### src/rtl/divu_arbiter_if.sv
`default_nettype none
// ============================================================================
// Module      : divu_arbiter_if
// Description : Bundle of the requester handshake, response and divider
//               signals shared by divu_arbiter and its environment.
//               slave  - the arbiter side (accepts requests, drives the
//                        divider and the responses)
//               master - the environment side (requesters plus the divu)
// Signals     : REQ_VALID_I/REQ_READY_O     per-requester handshake
//               REQ_DIVIDEND_I/REQ_DIVISOR_I packed operands, WIDTH each
//               RSP_VALID_O/RSP_QUOTIENT_O/RSP_DZ_O  one-cycle response
//               BUSY_O                        arbiter not idle
//               DIV_LOAD_O/DIV_DIVIDEND_O/DIV_DIVISOR_O/DIV_QUOTIENT_I
//                                             divider connection
// Revision    : 1.0 - initial release
// ============================================================================
interface divu_arbiter_if #(
  parameter int WIDTH = 8,
  parameter int N_REQ = 4
);
  logic [N_REQ-1:0]       REQ_VALID_I;
  logic [N_REQ-1:0]       REQ_READY_O;
  logic [N_REQ*WIDTH-1:0] REQ_DIVIDEND_I;
  logic [N_REQ*WIDTH-1:0] REQ_DIVISOR_I;
  logic [N_REQ-1:0]       RSP_VALID_O;
  logic [WIDTH-1:0]       RSP_QUOTIENT_O;
  logic                   RSP_DZ_O;
  logic                   BUSY_O;
  logic                   DIV_LOAD_O;
  logic [WIDTH-1:0]       DIV_DIVIDEND_O;
  logic [WIDTH-1:0]       DIV_DIVISOR_O;
  logic [WIDTH-1:0]       DIV_QUOTIENT_I;

  modport slave (
    input  REQ_VALID_I, REQ_DIVIDEND_I, REQ_DIVISOR_I, DIV_QUOTIENT_I,
    output REQ_READY_O, RSP_VALID_O, RSP_QUOTIENT_O, RSP_DZ_O, BUSY_O,
           DIV_LOAD_O, DIV_DIVIDEND_O, DIV_DIVISOR_O
  );

  modport master (
    output REQ_VALID_I, REQ_DIVIDEND_I, REQ_DIVISOR_I, DIV_QUOTIENT_I,
    input  REQ_READY_O, RSP_VALID_O, RSP_QUOTIENT_O, RSP_DZ_O, BUSY_O,
           DIV_LOAD_O, DIV_DIVIDEND_O, DIV_DIVISOR_O
  );
endinterface
`default_nettype wire

### src/rtl/divu_arbiter.sv
`default_nettype none
// ============================================================================
// Module      : divu_arbiter
// Description : Round-robin arbiter/sequencer sharing one multicycle unsigned
//               divider between N_REQ requesters. One request is accepted at
//               a time, its operands latched, the divider loaded, and after
//               DIV_LATENCY cycles the quotient is returned to the owner as a
//               one-cycle one-hot strobe. Divide-by-zero is answered locally
//               (quotient all-ones, DZ flag) without touching the divider.
// Ports       : CLK_I    clock, rising edge
//               RST_N_I  synchronous active-low reset
//               bus      divu_arbiter_if.slave (handshake, response, divider)
// Revision    : 1.0 - initial release
// ============================================================================
module divu_arbiter #(
  parameter int WIDTH       = 8,
  parameter int N_REQ       = 4,
  parameter int DIV_LATENCY = 9
) (
  input  logic          CLK_I,
  input  logic          RST_N_I,
  divu_arbiter_if.slave bus
);

  localparam int PTR_W = (N_REQ > 1) ? $clog2(N_REQ) : 1;
  localparam int IDX_W = PTR_W + 1;
  localparam int CNT_W = (DIV_LATENCY > 1) ? $clog2(DIV_LATENCY + 1) : 1;

  typedef enum logic [1:0] {
    S_IDLE = 2'd0,
    S_LOAD = 2'd1,
    S_WAIT = 2'd2,
    S_RESP = 2'd3
  } state_t;

  state_t             r_state;
  state_t             w_state_nxt;

  logic [PTR_W-1:0]   r_ptr;
  logic [PTR_W-1:0]   r_owner;
  logic [CNT_W-1:0]   r_cnt;
  logic [WIDTH-1:0]   r_op_a;
  logic [WIDTH-1:0]   r_op_b;
  logic [WIDTH-1:0]   r_q;
  logic               r_dz;
  logic               r_busy;

  logic               w_gnt_found;
  logic [PTR_W-1:0]   w_gnt_idx;
  logic [IDX_W-1:0]   w_k;
  logic [WIDTH-1:0]   w_sel_a;
  logic [WIDTH-1:0]   w_sel_b;
  logic [N_REQ-1:0]   w_ready;
  logic               w_in_resp;

  // --------------------------------------------------------------------------
  // Round-robin search: start at r_ptr, walk upward with wrap, first valid
  // requester wins. The winner's operands are muxed out here so the accept
  // edge can latch them directly.
  // --------------------------------------------------------------------------
  always_comb begin
    w_gnt_found = 1'b0;
    w_gnt_idx   = '0;
    w_sel_a     = '0;
    w_sel_b     = '0;
    w_k         = '0;
    for (int i = 0; i < N_REQ; i++) begin
      w_k = {1'b0, r_ptr} + IDX_W'(i);
      if (w_k >= IDX_W'(N_REQ)) begin
        w_k = w_k - IDX_W'(N_REQ);
      end
      if (!w_gnt_found && bus.REQ_VALID_I[w_k[PTR_W-1:0]]) begin
        w_gnt_found = 1'b1;
        w_gnt_idx   = w_k[PTR_W-1:0];
        w_sel_a     = bus.REQ_DIVIDEND_I[int'(w_k[PTR_W-1:0])*WIDTH +: WIDTH];
        w_sel_b     = bus.REQ_DIVISOR_I[int'(w_k[PTR_W-1:0])*WIDTH +: WIDTH];
      end
    end
  end

  // --------------------------------------------------------------------------
  // Next state and the combinational grant. Ready is forced low in reset so
  // no requester believes a handshake completed on a reset edge.
  // --------------------------------------------------------------------------
  always_comb begin
    w_state_nxt = r_state;
    w_ready     = '0;
    case (r_state)
      S_IDLE: begin
        if (w_gnt_found) begin
          w_ready     = N_REQ'(1) << w_gnt_idx;
          w_state_nxt = (w_sel_b == '0) ? S_RESP : S_LOAD;
        end
      end
      S_LOAD: w_state_nxt = S_WAIT;
      S_WAIT: begin
        if (r_cnt == '0) begin
          w_state_nxt = S_RESP;
        end
      end
      S_RESP: w_state_nxt = S_IDLE;
      default: w_state_nxt = S_IDLE;
    endcase
    if (!RST_N_I) begin
      w_ready = '0;
    end
  end

  // --------------------------------------------------------------------------
  // State register
  // --------------------------------------------------------------------------
  always_ff @(posedge CLK_I) begin
    if (!RST_N_I) begin
      r_state <= S_IDLE;
      r_busy  <= 1'b0;
    end else begin
      r_state <= w_state_nxt;
      r_busy  <= (w_state_nxt != S_IDLE);
    end
  end

  // --------------------------------------------------------------------------
  // Datapath: operand latch, pointer, latency counter, result capture
  // --------------------------------------------------------------------------
  always_ff @(posedge CLK_I) begin
    if (!RST_N_I) begin
      r_ptr   <= '0;
      r_owner <= '0;
      r_cnt   <= '0;
      r_op_a  <= '0;
      r_op_b  <= '0;
      r_q     <= '0;
      r_dz    <= 1'b0;
    end else begin
      case (r_state)
        S_IDLE: begin
          if (w_gnt_found) begin
            r_op_a  <= w_sel_a;
            r_op_b  <= w_sel_b;
            r_owner <= w_gnt_idx;
            r_ptr   <= (w_gnt_idx == PTR_W'(N_REQ - 1)) ? '0
                                                        : w_gnt_idx + PTR_W'(1);
            // Divide-by-zero is resolved here and skips the divider entirely.
            if (w_sel_b == '0) begin
              r_q  <= '1;
              r_dz <= 1'b1;
            end
          end
        end
        S_LOAD: begin
          r_cnt <= CNT_W'(DIV_LATENCY - 1);
        end
        S_WAIT: begin
          if (r_cnt == '0) begin
            r_q  <= bus.DIV_QUOTIENT_I;
            r_dz <= 1'b0;
          end else begin
            r_cnt <= r_cnt - CNT_W'(1);
          end
        end
        default: ;
      endcase
    end
  end

  // --------------------------------------------------------------------------
  // Outputs, all held at zero while reset is asserted
  // --------------------------------------------------------------------------
  assign w_in_resp          = (r_state == S_RESP) && RST_N_I;

  assign bus.REQ_READY_O    = w_ready;
  assign bus.RSP_VALID_O    = w_in_resp ? (N_REQ'(1) << r_owner) : '0;
  assign bus.RSP_QUOTIENT_O = w_in_resp ? r_q : '0;
  assign bus.RSP_DZ_O       = w_in_resp & r_dz;
  assign bus.BUSY_O         = r_busy & RST_N_I;
  assign bus.DIV_LOAD_O     = (r_state == S_LOAD) && RST_N_I;
  assign bus.DIV_DIVIDEND_O = RST_N_I ? r_op_a : '0;
  assign bus.DIV_DIVISOR_O  = RST_N_I ? r_op_b : '0;

endmodule
`default_nettype wire
### src/flat_wrapper.sv
// flat-port wrapper written by rule: the top's interface ports become plain ports
module divu_arbiter_flat 
#(
  parameter int WIDTH       = 8,
  parameter int N_REQ       = 4,
  parameter int DIV_LATENCY = 9
)
  (CLK_I, RST_N_I, bus_REQ_VALID_I, bus_REQ_DIVIDEND_I, bus_REQ_DIVISOR_I, bus_DIV_QUOTIENT_I, bus_REQ_READY_O, bus_RSP_VALID_O, bus_RSP_QUOTIENT_O, bus_RSP_DZ_O, bus_BUSY_O, bus_DIV_LOAD_O, bus_DIV_DIVIDEND_O, bus_DIV_DIVISOR_O);
  divu_arbiter_if #(.WIDTH(WIDTH), .N_REQ(N_REQ)) bus_i ();
  input  logic CLK_I;
  input  logic RST_N_I;
  input wire logic [$bits(bus_i.REQ_VALID_I)-1:0] bus_REQ_VALID_I;
  input wire logic [$bits(bus_i.REQ_DIVIDEND_I)-1:0] bus_REQ_DIVIDEND_I;
  input wire logic [$bits(bus_i.REQ_DIVISOR_I)-1:0] bus_REQ_DIVISOR_I;
  input wire logic [$bits(bus_i.DIV_QUOTIENT_I)-1:0] bus_DIV_QUOTIENT_I;
  output wire logic [$bits(bus_i.REQ_READY_O)-1:0] bus_REQ_READY_O;
  output wire logic [$bits(bus_i.RSP_VALID_O)-1:0] bus_RSP_VALID_O;
  output wire logic [$bits(bus_i.RSP_QUOTIENT_O)-1:0] bus_RSP_QUOTIENT_O;
  output wire logic [$bits(bus_i.RSP_DZ_O)-1:0] bus_RSP_DZ_O;
  output wire logic [$bits(bus_i.BUSY_O)-1:0] bus_BUSY_O;
  output wire logic [$bits(bus_i.DIV_LOAD_O)-1:0] bus_DIV_LOAD_O;
  output wire logic [$bits(bus_i.DIV_DIVIDEND_O)-1:0] bus_DIV_DIVIDEND_O;
  output wire logic [$bits(bus_i.DIV_DIVISOR_O)-1:0] bus_DIV_DIVISOR_O;
  assign bus_i.REQ_VALID_I = bus_REQ_VALID_I;
  assign bus_i.REQ_DIVIDEND_I = bus_REQ_DIVIDEND_I;
  assign bus_i.REQ_DIVISOR_I = bus_REQ_DIVISOR_I;
  assign bus_i.DIV_QUOTIENT_I = bus_DIV_QUOTIENT_I;
  assign bus_REQ_READY_O = bus_i.REQ_READY_O;
  assign bus_RSP_VALID_O = bus_i.RSP_VALID_O;
  assign bus_RSP_QUOTIENT_O = bus_i.RSP_QUOTIENT_O;
  assign bus_RSP_DZ_O = bus_i.RSP_DZ_O;
  assign bus_BUSY_O = bus_i.BUSY_O;
  assign bus_DIV_LOAD_O = bus_i.DIV_LOAD_O;
  assign bus_DIV_DIVIDEND_O = bus_i.DIV_DIVIDEND_O;
  assign bus_DIV_DIVISOR_O = bus_i.DIV_DIVISOR_O;
  divu_arbiter #(.WIDTH(WIDTH), .N_REQ(N_REQ), .DIV_LATENCY(DIV_LATENCY)) u_core (.CLK_I(CLK_I), .RST_N_I(RST_N_I), .bus(bus_i));
endmodule
### config.mk
export PLATFORM = sky130hd
export DESIGN_NAME = divu_arbiter_flat
export DESIGN_NICKNAME = d
export VERILOG_FILES = /design/src/rtl/divu_arbiter_if.sv /design/src/rtl/divu_arbiter.sv /design/src/flat_wrapper.sv
export SDC_FILE = /design/constraint.sdc
export NUM_CORES = 1
export LEC_CHECK = 0
export ABC_CLOCK_PERIOD_IN_PS = 3750
export BUFFER_PORTS_ARGS = -buffer_cell sky130_fd_sc_hd__buf_2
export CORE_ASPECT_RATIO = 2
export CORE_MARGIN = 3
export CORE_UTILIZATION = 35
export DETAILED_ROUTE_END_ITERATION = 8
export PLACE_DENSITY_LB_ADDON = 0.25
export SYNTH_ARGS = -nofsm -noshare
export SYNTH_HDL_FRONTEND = slang
export SYNTH_SLANG_ARGS = --single-unit
### constraint.sdc
create_clock -name CLK_I -period 3.75 [get_ports CLK_I]
set_clock_uncertainty 0.2 [all_clocks]
set_input_delay 0.5625 -clock CLK_I [delete_from_list [all_inputs] [get_ports CLK_I]]
set_output_delay 0.5625 -clock CLK_I [all_outputs]
set_load 0.02 [all_outputs]
**Yosys cells after proc, flatten, opt, wreduce, memory -nomap -nowiden**

Cells that the tools add are included.

- Add/subtract/negate cells: 9
- Magnitude comparators: 8
- Eq/ne operators: 8
- Shift operators: 10
- Multiplexer cells: 50
- Bitwise gates (word level): 2
- Reductions and logical operators: 17

Operators with widths:

| kind | count |
|---|---|
| $shiftx A32 B6 Y8 | 8 |
| $mux W8 | 14 |
| $mux W2 | 12 |
| $mux W4 | 5 |
| $pmux W8 S2 | 1 |
| $lt A2 B3 Y1 const B | 4 |
| $mux W1 | 11 |
| $ge A3 B3 Y1 const B | 3 |
| $bmux W1 S2 | 4 |
| $logic_not A8 Y1 | 1 |
| $pmux W2 S4 | 1 |
| $pmux W4 S2 | 1 |
| $shl A1 B2 Y4 const A | 2 |
| $sub A2 B1 Y2 const B | 4 |
| $add A2 B2 Y3 const B | 2 |
| $eq A2 B2 Y1 const B | 3 |
| $ne A2 B1 Y1 const B | 3 |
| $reduce_bool A2 Y1 | 3 |
| $logic_and A1 B1 Y1 | 5 |
| $logic_not A4 Y1 | 1 |
| $reduce_and A2 Y1 | 2 |
| $reduce_and A4 Y1 | 1 |
| $sub A4 B1 Y4 const B | 1 |
| $add A2 B1 Y3 const B | 1 |
| other kinds (8) | 11 |

- Register bits after elaboration: 36
- Bits of input ports: 78
- Output and inout port bits: 35
- Logic and storage cells: 113

**Logic depth before layout (Yosys ltp)**

- Word-level depth: 19
- Gate-level depth with buffers: 12
- Mapped depth without buffers: 7

**Worst setup path before layout**

Ideal clock, no wire load.

- Path kind: reg2out
- Start point: register u_core.r_ptr[1]
- End point: output bus_REQ_READY_O[0]
- Data arrival time: 2229 ps
- Data required time: 2987 ps
- Slack: 759 ps
- Cell stages (with the launch flop): 12
- Buffers on the path: 5
- Path through: dfxtp_1 buf_6 buf_4 buf_2 buf_2 buf_2 a21oi_1 o21ai_0 a21oi_1 inv_1 ha_1 and3_1

- Cells in the longest elaborated chain, start to end: 18
- Elaborated cells between the ends (all ways): 41
- Classes of those cells: 7 x add/sub; 4 x order compare; 1 x shift; 23 x mux; 6 x reduce/logical

Ends and longest elaborated chain:

| item | line | source |
|---|---|---|
| start, declared | divu_arbiter.sv:39 | `logic [PTR_W-1:0] r_ptr;` |
| start signal, assigned | divu_arbiter.sv:141 | `r_ptr <= (w_gnt_idx == PTR_W'(N_REQ - 1)) ? '0` |
| branches (longest 13 deep; another with $add A2 B1 Y3) | -- |  |
| $mux W2 (*) | divu_arbiter.sv:72 | `if (!w_gnt_found && bus.REQ_VALID_I[w_k[PTR_W-1:0]]) begin` |
| named net u_core.w_gnt_idx[1] | divu_arbiter.sv:49 | `logic [PTR_W-1:0] w_gnt_idx;` |
| $shl A1 B2 Y4 (*) | divu_arbiter.sv:91 | `w_ready = N_REQ'(1) << w_gnt_idx;` |
| $mux W4 (*) | divu_arbiter.sv:90 | `if (w_gnt_found) begin` |
| $mux W4 (*) | divu_arbiter.sv:88 | `case (r_state)` |
| $mux W4 (*) | divu_arbiter.sv:104 | `if (!RST_N_I) begin` |
| end, declared | flat_wrapper.sv:16 | `output wire logic [$bits(bus_i.REQ_READY_O)-1:0] bus_REQ_READY_O;` |

Mark *: on every way through the listed nets, which the timed path passes. The select of a mux whose other input is x is not followed.

**Final worst setup path**

- Start point: register u_core.r_ptr[0]
- End point: output bus_REQ_READY_O[0]

The elaborated chain is that of the path after synthesis.

==> results.py <==
metrics = {
    "cts": {
        "post_cts.resized_instances": 0,
        "cts_hold_buf": 0,
        "clk_transition_reported_paths_ps": 50,
        "clk_root_buffer_cell": "sky130_fd_sc_hd__clkbuf_16",
        "ctsLongestPathBuffers": 2,
        "cts_sinks": 36,
        "post-cts-setup-buffer-count": 0,
        "clock_latency_ps": 280,
        "ctsHtreeMaxLevel": 2,
        "cts_buffers": 5,
        "cts_tree": "done",
    },
    "min_path": {
        "hold_start": "u_core.r_op_a[2]",
        "hold_class": "register to register",
        "min_to": "u_core.r_op_a[2]",
        "hold_depth": 1,
    },
    "yosys": {
        "yosys.area_share.adder": 0.03277,
        "synthDominantAreaCellType": "sky130_fd_sc_hd__dfxtp_1",
        "flip_flop_and_latch_count_after_synthesis": 36,
        "synth-main-ff-cell": "sky130_fd_sc_hd__dfxtp_1",
        "synth-seq-area-share": 0.1716,
        "portion_of_synthesized_cell_area_occupied_by_the_leading_cell_type": 0.1716,
        "xor_xnor_portion_of_the_synthesized_cell_area": 0,
        "yosysWarnings": 0,
        "yosys-mux-area-fraction": 0.2294,
        "synth_compound_gate_area_share": 0.2469,
        "syn_area_per_cell_um2": 7.985,
        "syn-cell-area_um2": 4200,
        "synth_top_family_by_area": "simple AND/OR/NAND/NOR gates",
        "netlist_top_cells_area": "sky130_fd_sc_hd__dfxtp_1 (17%), sky130_fd_sc_hd__mux2i_1 (14%), sky130_fd_sc_hd__mux4_2 (7.0%)",
        "synthesis.instances": 526,
        "yosys.area_share.simple": 0.2505,
        "synth_enable_flop_cells": 0,
        "post-synth-top-count-cell": "sky130_fd_sc_hd__mux2i_1",
        "netlist_top_cells_count": "sky130_fd_sc_hd__mux2i_1 (58), sky130_fd_sc_hd__nand2_1 (54), sky130_fd_sc_hd__a21oi_1 (46)",
        "synth_cell_type_count": 56,
        "proportion_of_synthesized_flip_flops_having_asynchronous_set_or_reset": 0,
        "mappedNetlistNets": 615,
    },
    "finish": {
        "finalNetCount": 700,
        "drive_above_1_share": 0.2750,
        "syn2layout_area_growth_pct": 17.75,
        "post-route-cell-area_um2": 4946,
        "n_antenna_cell": 0,
        "fillers": 1232,
    },
    "global_routing": {
        "antenna_violations_before_repair": 0,
        "pin_count_of_the_biggest_net_entering_global_routing": 50,
        "overflow": 0,
        "first_pass_grt_wire_length_um": 20250,
        "via_count_of_the_first_global_routing_pass": 4268,
        "track_usage": 0.1819,
    },
    "timing": {
        "fin_worst_hold_slack_ps": 292.7,
        "transition_time_at_the_pin_with_the_least_slew_margin_ps": 714.8,
        "setup_violations": 0,
        "slew_viol_final": 0,
        "fin_ws_ps": 366.3,
        "relSlewSlack": 0.5235,
        "post-route-min-period_ps": 3384,
        "finalHoldViolations": 0,
        "timing.setup.tns_ps": 0,
        "max_freq_mhz": 295.5,
        "rsz0062_at_grt": "false",
        "layout_worst_path_cycle_share": 0.9023,
    },
    "die": {
        "design.die.area_um2": 13430,
        "dieWidth_um": 83.46,
        "fp.coreArea_um2": 11700,
        "rows": 56,
        "die_height_um": 160.9,
        "top_level_port_count": 113,
        "starting_density": 0.3590,
    },
    "setup_path": {
        "cp-end-kind": "primary output",
        "timing.critical_path.slowest_cell_delay_ps": 360,
        "critical-path-slowest-cell": "sky130_fd_sc_hd__dfxtp_2",
        "crit_fanout": 38,
        "worst-endpoint-required_ps": 2990,
        "crit_path_cell_trace": "buf_4 > inv_1 > buf_4 > o21ai_0 > a21oi_1 > inv_1 > ha_1 > and3_1 > buf_2",
        "worst_r2r_src": "u_core.r_ptr[1]",
        "worst_reg2reg_path_length_in_cells": 6,
        "critPathArrivalTime_ps": 2620,
        "path_class": "register to primary output",
        "cp_num_buf_inv": 5,
        "worst_setup_path_start_kind": "register",
        "worst-r2r-setup-slack_ps": 440,
        "reg2reg_to": "u_core.r_q[5]",
        "crit_family": "buffers and inverters",
    },
    "pwr": {
        "clock_power_share": 0.142,
        "seq_power_share": 0.226,
        "vdd_drop_max_mv": 0.2889,
        "power_switching_uw": 1269,
        "swShare": 0.4586,
        "p_int_uw": 1498,
        "cellLeakagePower_uw": 0.002100,
        "pwr-share-comb": 0.633,
        "power_density_nw_per_um2": 559.3,
    },
    "place": {
        "placed_area_um2": 4808,
        "pre_cts_ws_ps": 374.8,
        "io_buffer_count": 112,
        "total_half_perimeter_wirelength_after_legalization_and_detailed_placement_um": 10010,
        "finalWeightedCongestion": 0.8827,
    },
    "detailed_routing": {
        "routedWlPerCell_um": 16.51,
        "detail_route.drc_violations": 0,
        "drt_first_iter_violations": 160,
        "routed_via_density": 5.673,
        "total_via_count_after_detailed_routing": 4289,
        "drt_first_pass_iters": 4,
        "ant_nets": 0,
        "finalWirelength_um": 12480,
    },
    "outcome": {
        "run_status": "complete, no violations",
    },
    "run": {
        "max_cap_viol_count": 0,
    },
}
==> flip-flops by register name, summed over array words and instances (netlist names) <==
name / count
u_core.r_owner: 2
u_core.r_ptr: 2
u_core.r_state: 2
u_core.r_op_a: 8
u_core.r_dz: 1
u_core.r_cnt: 4
u_core.r_q: 8
u_core.r_op_b: 8
u_core.r_busy: 1
==> worst max-delay path by stage <==
stage,startpoint,end,cells after the start
floorplan,u_core.r_ptr[1],bus_REQ_READY_O[0],11
global placement,bus_REQ_VALID_I[1],u_core.r_q[4],8
detailed placement,bus_REQ_VALID_I[2],u_core.r_q[3],8
CTS,u_core.r_ptr[0],bus_REQ_READY_O[0],9
global route,u_core.r_ptr[0],bus_REQ_READY_O[0],9
finish,u_core.r_ptr[0],bus_REQ_READY_O[0],9
==> layer usage <==
layer / GRT usage / vias to the layer above / wire [um]
li1: - / 2137 / -
met1: 0.1928 / 2016 / 4632
met2: 0.3450 / 109 / 6925
met3: 0.02105 / 27 / 464
met4: 0.09444 / 0 / 455
met5: 0 / - / 0
==> cell type report <==
class | count | area (um^2) | area share
multi-input combinational | 431 | 3191 | 0.6451
sequential | 36 | 725.7 | 0.1467
timing repair buffer | 127 | 673.1 | 0.1361
tap | 145 | 181.4 | 0.03668
clock buffer | 5 | 125.1 | 0.02530
inverter | 10 | 37.54 | 0.007589
clock inverter | 2 | 12.51 | 0.002530
==> per-stage QoR <==
stage	total power [uW]	util	cells
after floorplan	1989	-	526
after global placement	2341	0.4109	749
after detailed placement	2384	0.4109	749
after CTS	2786	0.4227	756
after global routing	2992	0.4227	756
final	2766	0.4227	756
==> cell usage in the layout (no fill, tap or decap), types with 7 or more instances in the layout <==
cell                       count
sky130_fd_sc_hd__o31ai_1      10
sky130_fd_sc_hd__ha_1         11
sky130_fd_sc_hd__inv_1        10
sky130_fd_sc_hd__nor2_1       36
sky130_fd_sc_hd__nand2_1      54
sky130_fd_sc_hd__nand3_1      17
sky130_fd_sc_hd__mux4_2       13
sky130_fd_sc_hd__buf_4        15
sky130_fd_sc_hd__o22ai_1       9
sky130_fd_sc_hd__dfxtp_1      34
sky130_fd_sc_hd__a21oi_1      46
sky130_fd_sc_hd__mux2_2        8
sky130_fd_sc_hd__and2_1       27
sky130_fd_sc_hd__buf_2       112
sky130_fd_sc_hd__nor3_1        7
sky130_fd_sc_hd__o211ai_1      8
sky130_fd_sc_hd__o31a_1        9
sky130_fd_sc_hd__nor2b_1      10
sky130_fd_sc_hd__and3_1       13
sky130_fd_sc_hd__or3_1         9
sky130_fd_sc_hd__mux2i_1      58
sky130_fd_sc_hd__o211a_1      12
sky130_fd_sc_hd__o21ai_0      10
==> logic make-up after synthesis <==
group           after synthesis
simple gates                200
mux                          79
buf+inv                      59
fa+ha+maj                    11
compound gates              141
flops                        36
==> power by group through the flow <==
stage	clock network [uW]	registers [uW]	logic [uW]
floorplan	0	543	1450
global placement	0	625	1720
detailed placement	0	632	1750
CTS	405	625	1760
global route	419	639	1930
finish	393	624	1750
(Power assumes the default switching activity.)
